### src/rtl/rom_arb_pkg.sv
// Shared definitions for rom_arbiter: FSM state encoding and supported ROM latency range.
package rom_arb_pkg;

    typedef enum logic [1:0] {
        IDLE  = 2'd0,
        ISSUE = 2'd1,
        WAIT  = 2'd2,
        RESP  = 2'd3
    } arb_state_e;

    localparam int ROM_LAT_MIN = 1;
    localparam int ROM_LAT_MAX = 4;
    // Wide enough to hold ROM_LAT_MAX-1.
    localparam int CNT_W       = 2;

endpackage

### src/rtl/rom_arbiter_rr_arbiter.sv
// rr_arbiter: combinational one-hot grant selection for rom_arbiter.
// Define ROM_ARB_FIXED_PRIO_EN for fixed priority (lowest index wins, pointer ignored).
module rr_arbiter #(
    parameter int NUM_REQ = 2,
    parameter int PTR_W   = 1
) (
    input  logic [NUM_REQ-1:0] req_i,
    input  logic [PTR_W-1:0]   ptr_i,
    output logic [NUM_REQ-1:0] grant_o,
    output logic [PTR_W-1:0]   grant_idx_o,
    output logic               grant_vld_o
);

    // Scan from the farthest candidate to the nearest so the nearest match is the last written.
    always_comb begin
        grant_o     = '0;
        grant_idx_o = '0;
        grant_vld_o = 1'b0;
`ifdef ROM_ARB_FIXED_PRIO_EN
        for (int i = NUM_REQ - 1; i >= 0; i--) begin
            if (req_i[i]) begin
                grant_idx_o = PTR_W'(i);
                grant_vld_o = 1'b1;
            end else begin
                grant_vld_o = grant_vld_o;
            end
        end
`else
        for (int k = NUM_REQ - 1; k >= 0; k--) begin : scan
            int idx;
            idx = int'(ptr_i) + k;
            if (idx >= NUM_REQ) begin
                idx = idx - NUM_REQ;
            end else begin
                idx = idx;
            end
            if (req_i[idx]) begin
                grant_idx_o = PTR_W'(idx);
                grant_vld_o = 1'b1;
            end else begin
                grant_vld_o = grant_vld_o;
            end
        end
`endif
        if (grant_vld_o) begin
            grant_o[grant_idx_o] = 1'b1;
        end else begin
            grant_o = '0;
        end
    end

endmodule

### src/rtl/rom_arbiter.sv
// rom_arbiter: shares one synchronous-read ROM between NUM_REQ requesters, one read in flight.
// Build option ROM_ARB_FIXED_PRIO_EN selects fixed priority instead of round-robin (inside rr_arbiter).
module rom_arbiter
    import rom_arb_pkg::*;
#(
    parameter int NUM_REQ = 2,
    parameter int ADDR_W  = 4,
    parameter int DATA_W  = 4,
    parameter int ROM_LAT = 1
) (
    input  logic                      clk,
    input  logic                      rst,
    input  logic [NUM_REQ-1:0]        req_valid,
    input  logic [NUM_REQ*ADDR_W-1:0] req_addr,
    output logic [NUM_REQ-1:0]        req_ready,
    output logic [NUM_REQ-1:0]        rsp_valid,
    output logic [DATA_W-1:0]         rsp_data,
    output logic                      rom_en,
    output logic [ADDR_W-1:0]         rom_addr,
    input  logic [DATA_W-1:0]         rom_data,
    output logic                      busy
);

    localparam int PTR_W = (NUM_REQ > 1) ? $clog2(NUM_REQ) : 1;
    localparam int LAT_C = (ROM_LAT < ROM_LAT_MIN) ? ROM_LAT_MIN :
                           (ROM_LAT > ROM_LAT_MAX) ? ROM_LAT_MAX : ROM_LAT;

    arb_state_e          state_q;
    logic [PTR_W-1:0]    ptr_q;
    logic [PTR_W-1:0]    ptr_d;
    logic [NUM_REQ-1:0]  gnt_q;
    logic [CNT_W-1:0]    cnt_q;
    logic                rom_en_q;
    logic [ADDR_W-1:0]   rom_addr_q;
    logic [NUM_REQ-1:0]  rsp_valid_q;
    logic [DATA_W-1:0]   rsp_data_q;

    logic [NUM_REQ-1:0]  arb_grant;
    logic [PTR_W-1:0]    arb_idx;
    logic                arb_vld;

    rr_arbiter #(
        .NUM_REQ (NUM_REQ),
        .PTR_W   (PTR_W)
    ) u_rr_arbiter (
        .req_i       (req_valid),
        .ptr_i       (ptr_q),
        .grant_o     (arb_grant),
        .grant_idx_o (arb_idx),
        .grant_vld_o (arb_vld)
    );

    // Pointer advances past the winner on accept, wrapping at NUM_REQ-1 for non-power-of-two counts.
    always_comb begin
        ptr_d = ptr_q;
        if ((state_q == IDLE) && arb_vld) begin
            if (arb_idx == PTR_W'(NUM_REQ - 1)) begin
                ptr_d = '0;
            end else begin
                ptr_d = arb_idx + PTR_W'(1);
            end
        end else begin
            ptr_d = ptr_q;
        end
    end

    // Read sequencing FSM: accept, one-cycle ROM enable, latency wait, one-cycle response.
    always_ff @(posedge clk) begin
        if (rst) begin
            state_q     <= IDLE;
            ptr_q       <= '0;
            gnt_q       <= '0;
            cnt_q       <= '0;
            rom_en_q    <= 1'b0;
            rom_addr_q  <= '0;
            rsp_valid_q <= '0;
            rsp_data_q  <= '0;
        end else begin
            ptr_q <= ptr_d;
            case (state_q)
                IDLE: begin
                    if (arb_vld) begin
                        gnt_q      <= arb_grant;
                        rom_addr_q <= req_addr[int'(arb_idx)*ADDR_W +: ADDR_W];
                        rom_en_q   <= 1'b1;
                        state_q    <= ISSUE;
                    end
                end
                ISSUE: begin
                    rom_en_q <= 1'b0;
                    cnt_q    <= CNT_W'(LAT_C - 1);
                    state_q  <= WAIT;
                end
                WAIT: begin
                    if (cnt_q != '0) begin
                        cnt_q <= cnt_q - CNT_W'(1);
                    end else begin
                        rsp_data_q  <= rom_data;
                        rsp_valid_q <= gnt_q;
                        state_q     <= RESP;
                    end
                end
                RESP: begin
                    rsp_valid_q <= '0;
                    state_q     <= IDLE;
                end
                default: begin
                    rom_en_q    <= 1'b0;
                    rsp_valid_q <= '0;
                    state_q     <= IDLE;
                end
            endcase
        end
    end

    assign req_ready = (state_q == IDLE) ? arb_grant : '0;
    assign busy      = (state_q != IDLE);
    assign rom_en    = rom_en_q;
    assign rom_addr  = rom_addr_q;
    assign rsp_valid = rsp_valid_q;
    assign rsp_data  = rsp_data_q;

endmodule

### config.mk
export PLATFORM = sky130hd
export DESIGN_NAME = rom_arbiter
export DESIGN_NICKNAME = d
export VERILOG_FILES = /design/src/rtl/rom_arb_pkg.sv /design/src/rtl/rom_arbiter_rr_arbiter.sv /design/src/rtl/rom_arbiter.sv
export SDC_FILE = /design/constraint.sdc
export NUM_CORES = 1
export LEC_CHECK = 0
export ABC_AREA = 1
export BUFFER_PORTS_ARGS = -buffer_cell sky130_fd_sc_hd__buf_2
export CAP_MARGIN = 0
export CORE_ASPECT_RATIO = 1.25
export CORE_MARGIN = 8
export CORE_UTILIZATION = 43
export DETAILED_ROUTE_END_ITERATION = 12
export PLACE_DENSITY = 0.85
export SKIP_CTS_REPAIR_TIMING = 1
export SLEW_MARGIN = 40
export SYNTH_ARGS = -nofsm -noshare
export SYNTH_HDL_FRONTEND = slang
export SYNTH_SLANG_ARGS = --single-unit
### constraint.sdc
create_clock -name clk -period 1.3 [get_ports clk]
set_input_delay 0.39 -clock clk [delete_from_list [all_inputs] [get_ports clk]]
set_output_delay 0.39 -clock clk [all_outputs]
set_load 0.05 [all_outputs]
## Word level (Yosys, flattened, before mapping)

Index checks and enable logic that the tools add are counted.

| operators by class | value |
|---|---|
| $add $sub $neg | 5 |
| order comparisons | 6 |
| eq/ne operators | 6 |
| shift-type cells | 1 |
| multiplexer cells | 26 |
| bitwise operators | 1 |
| reductions and logical operators | 14 |

Operators by type and width:

| cell | number |
|---|---|
| $lt A32 B3 Y1 const B | 2 |
| $mux W32 | 2 |
| $ge A32 B3 Y1 const B | 1 |
| $sub A32 B3 Y32 const B | 1 |
| $mux W1 | 13 |
| $mux W2 | 6 |
| $reduce_and A2 Y1 | 6 |
| $reduce_bool A2 Y1 | 5 |
| $pmux W2 S2 | 2 |
| $pmux W2 S4 | 1 |
| $shiftx A8 B4 Y4 | 1 |
| $ne A2 B2 Y1 const B | 3 |
| $eq A2 B2 Y1 const B | 2 |
| $sub A1 B2 Y3 const B | 1 |
| $add A1 B1 Y2 const B | 1 |
| $eq A2 B1 Y1 const B | 1 |
| $ge A1 B2 Y1 const B | 1 |
| $logic_and A1 B1 Y1 | 2 |
| $logic_not A2 Y1 | 1 |
| $lt A1 B2 Y1 const B | 1 |
| $pmux W1 S2 | 1 |
| $sub A2 B1 Y2 const B | 1 |
| $add A1 B1 Y1 const B | 1 |
| $demux W1 S1 | 1 |
| 2 further kinds | 2 |

| storage, ports and cells | value |
|---|---|
| register bits after elaboration | 18 |
| input bits | 16 |
| output and inout bits | 14 |

## Depth between registers and ports, before layout

| depth | value |
|---|---|
| depth after elaboration | 14 |
| depth in mapped cells | 8 |
| gate-level depth less buffers | 8 |

## Cells and area by module

Synthesis repeated with hierarchy kept, for this count alone.

| second synthesis, totals | value |
|---|---|
| cell total of the unflattened synthesis | 150 |
| area total of the unflattened synthesis | 975.9 µm² |

By module, submodules not included:

| module | instances | cells an instance | area each (µm²) |
|---|---|---|---|
| rom_arbiter | 1 | 143 | 945.9 |
| rr_arbiter | 1 | 7 | 30.0 |

## Worst setup path before layout

Ideal clock, no wire load.

| path | value |
|---|---|
| kind | register to output |
| from | register state_q[0] |
| to | output port req_ready[0] |
| data arrival time | 1.244 ns |
| slack | -0.334 ns |
| stages on the path, launching flop included | 7 |
| path buffers | 0 |
| cell sequence | dfxtp_1 > inv_1 > ha_1 > o21ai_4 > inv_2 > nand2_1 > inv_1 |

| on the way | value |
|---|---|
| cells in the longest elaborated chain, start to end | 2 |

RTL lines:

| item | line | text |
|---|---|---|
| start: declaration | rom_arbiter.sv:28 | `arb_state_e state_q;` |
| start signal: assignment | rom_arbiter.sv:70 | `state_q <= IDLE;` |
| start signal: assignment | rom_arbiter.sv:86 | `state_q <= ISSUE;` |
| start signal: assignment | rom_arbiter.sv:92 | `state_q <= WAIT;` |
| $logic_not A2 Y1 | rom_arbiter.sv:116 | `assign req_ready = (state_q == IDLE) ? arb_grant : '0;` |
| $mux W2 | rom_arbiter.sv:116 |  |
| end: declaration | rom_arbiter.sv:15 | `output logic [NUM_REQ-1:0] req_ready,` |

Every way passes these cells.

## Worst setup path in the final report

| path | value |
|---|---|
| from | register state_q[1] |
| to | output port req_ready[0] |

The elaborated chain is that of the path after synthesis.

==> impl_metrics.toml <==
[status]
status = "finished with violations"
failed_checks = "negative setup slack"

[die]
io_pins = 30
rows = 18
coreArea_um2 = 1940
die_x_um = 56.3
die-area_um2 = 3730
die_y_um = 66.3
start_util_pct = 45.0

[synthesis]
synth_cell_types = 15
synth_warnings = 0
ys_seq_area_share_pct = 41.4
synthCells = 121
synth_edf_count = 0
async_reset_ff_share_pct = 0
syn_nets = 143
synth-main-ff-cell = "dfxtp_1"
avgSynthCellArea_um2 = 7.20
synth_seq_cells = 18
synth_top_area_share_pct = 41.4
synth_common_cells = "23 x nand2_1, 20 x inv_1, 18 x dfxtp_1"
yosys.area.top_type = "dfxtp_1"
yosysMostFrequentCell = "nand2_1"
synthTopCellsByArea = "dfxtp_1 41%, nand2_1 9.9%, ha_1 8.6%, inv_1 8.6%, nand3_1 7.5%"
syn_area_um2 = 871

[timing]
fin_setup_tns_ns = -1.03
grt_setup_unrepaired = "yes"
post-route-min-period_ns = 1.68
worst_slack_ns = -0.383
hold_viol = 0
post-route-period-util_pct = 129
final-max-slew-violation-count = 0
fin_skew_ns = 0.000586
max_freq_ghz = 0.594
worst_slew_pin_slew_ns = 0.233
slew-limit-headroom_pct = 84.4
setup_violations = 3

[power]
power_w = 0.00289
max-vdd-ir-drop_mv = 1.17
powerDensity_nw_per_um2 = 2260
power.leakage_nw = 0.643

[clock_network]
clockRootBuffer = "clkbuf_4"
insertion_delay_ns = 0.30
htree_levels = 1
path_clk_slew_ns = 0.10
clkSinkCount = 18
cts_buffer_depth = 2
cts_buffers = 3
cts_tree = "yes"

[setup_path]
worstSetupStartpointType = "flip-flop"
reg2reg_slack_ns = 0.08
cp_top_family = "flip-flops"
path_class = "reg2out"
path_buf_inv = 4
required_ns = 0.91
crit_slowest_cell = "dfxtp_2"
arrival_ns = 1.29
slowest_delay_ns = 0.35
cp_common_cell = "inv_2"
crit_chain = "inv_2 -> ha_4 -> o21ai_4 -> inv_2 -> nand2_4 -> clkinvlp_4 -> buf_6"
path_max_fanout = 3
end_kind = "output pin"

[detailed_routing]
routedWlPerCell_um = 12.4
ant_nets = 0
drtPass1Iterations = 6
drt_iter0_drc = 12
drt-vias-per-instance = 4.88
vias = 912
drt-total-wl_um = 2330
drc_errors = 0

[final_layout]
diodes = 0
layout.nets = 190
final_core_util_pct = 66.0
drive_gt1_share_pct = 39.5
nFillCells = 154
finalNonFillerCells = 187
final_cell_area_um2 = 1280
syn_to_final_growth_pct = 46.7

[global_route]
grt.overflow.total = 0
grt_pass1_wl_um = 3860
grt_pass1_vias = 931
grt_antenna_before_repair = 0
grt_max_degree = 13
gr-usage-all-layers_pct = 12.6

[placed_design]
port_buffers = 29
routabilityCongestion = 0.874
place_hpwl_um = 1830
dp.cells = 182
place_area_um2 = 1150

[flow_run]
cap_violations = 0

[worst_hold_path]
worst_hold_path_type = "in2reg"
## layer usage
metal | GRT usage (%) | vias up | share of wire, % | wire length (um)
li1 | - | 465 | - | -
met1 | 10.8 | 422 | 37 | 851
met2 | 25.6 | 20 | 56 | 1300
met3 | 3.65 | 5 | 5.6 | 131
met4 | 6.33 | 0 | 1.8 | 43
met5 | 0 | - | 0 | 0
## tightest hold or removal path, cell delays in order
cell and delay, ns:
buf_2 0.07, o21ai_1 0.06, nor2_1 0.07
## final timing paths
check              startpoint           end  depth (start not counted)
setup / recovery   state_q[1]  req_ready[0]                          7
hold / removal    rom_data[2]   rsp_data[2]                          3
setup reg to reg   state_q[0]   rsp_data[3]                          7
hold reg to reg      cnt_q[1]      cnt_q[1]                          2
## cells by family (layout without fill, tap and decap cells)
logic type,after synthesis,in the layout,share of synthesized area [%]
fa+ha+maj,6,6,8.62
simple gates,54,54,26.3
flops,18,18,41.4
buf+inv,24,70,11.2
compound gates,19,19,12.5
## metrics by stage
stage,hold slack (ns),setup slack [ns]
2_1_floorplan,0.440,-0.191
3_3_place_gp,0.452,-0.149
3_5_place_dp,0.459,-0.163
4_1_cts,0.331,-0.462
5_1_grt,0.323,-0.439
6_report,0.315,-0.383
## report_power, final
| part | internal (W) | switching [W] | leakage (nW) |
|---|---|---|---|
| clock network | 0.000171 | 0.000181 | 0.0210 |
| registers | 0.000702 | 0.0000765 | 0.148 |
| logic | 0.000691 | 0.00107 | 0.473 |
| total | 0.00156 | 0.00132 | 0.643 |
## flip-flops by register name (all words and copies together) (netlist names)
name / flops
cnt_q: 2
gnt_q: 2
ptr_q: 1
rom_addr: 4
rom_en: 1
rsp_data: 4
rsp_valid: 2
state_q: 2
## final cells by class
cell class | count | area (um^2) | area share (%)
flip-flops and latches | 18 | 363 | 28.4
well taps | 20 | 25.0 | 1.96
inverters | 22 | 88.8 | 6.95
multi-input cells | 79 | 453 | 35.5
clock buffers | 4 | 36.3 | 2.84
repair buffers | 44 | 312 | 24.4
## placed cells by master, fill, tap and decap left out
cell,count
o21ai_1,5
clkbuf_4,8
clkbuf_8,1
dfxtp_1,16
a21oi_1,12
inv_4,1
o21ai_4,1
buf_8,2
nand2_2,4
clkinvlp_4,1
inv_1,15
nand2_1,21
nand3_1,12
buf_6,1
dfxtp_2,2
buf_4,21
or2_0,1
nand2_4,1
nor2_1,14
ha_1,4
ha_4,2
inv_2,5
buf_2,15
nand3_2,1
o21a_1,1
(Power assumes the default switching activity.)
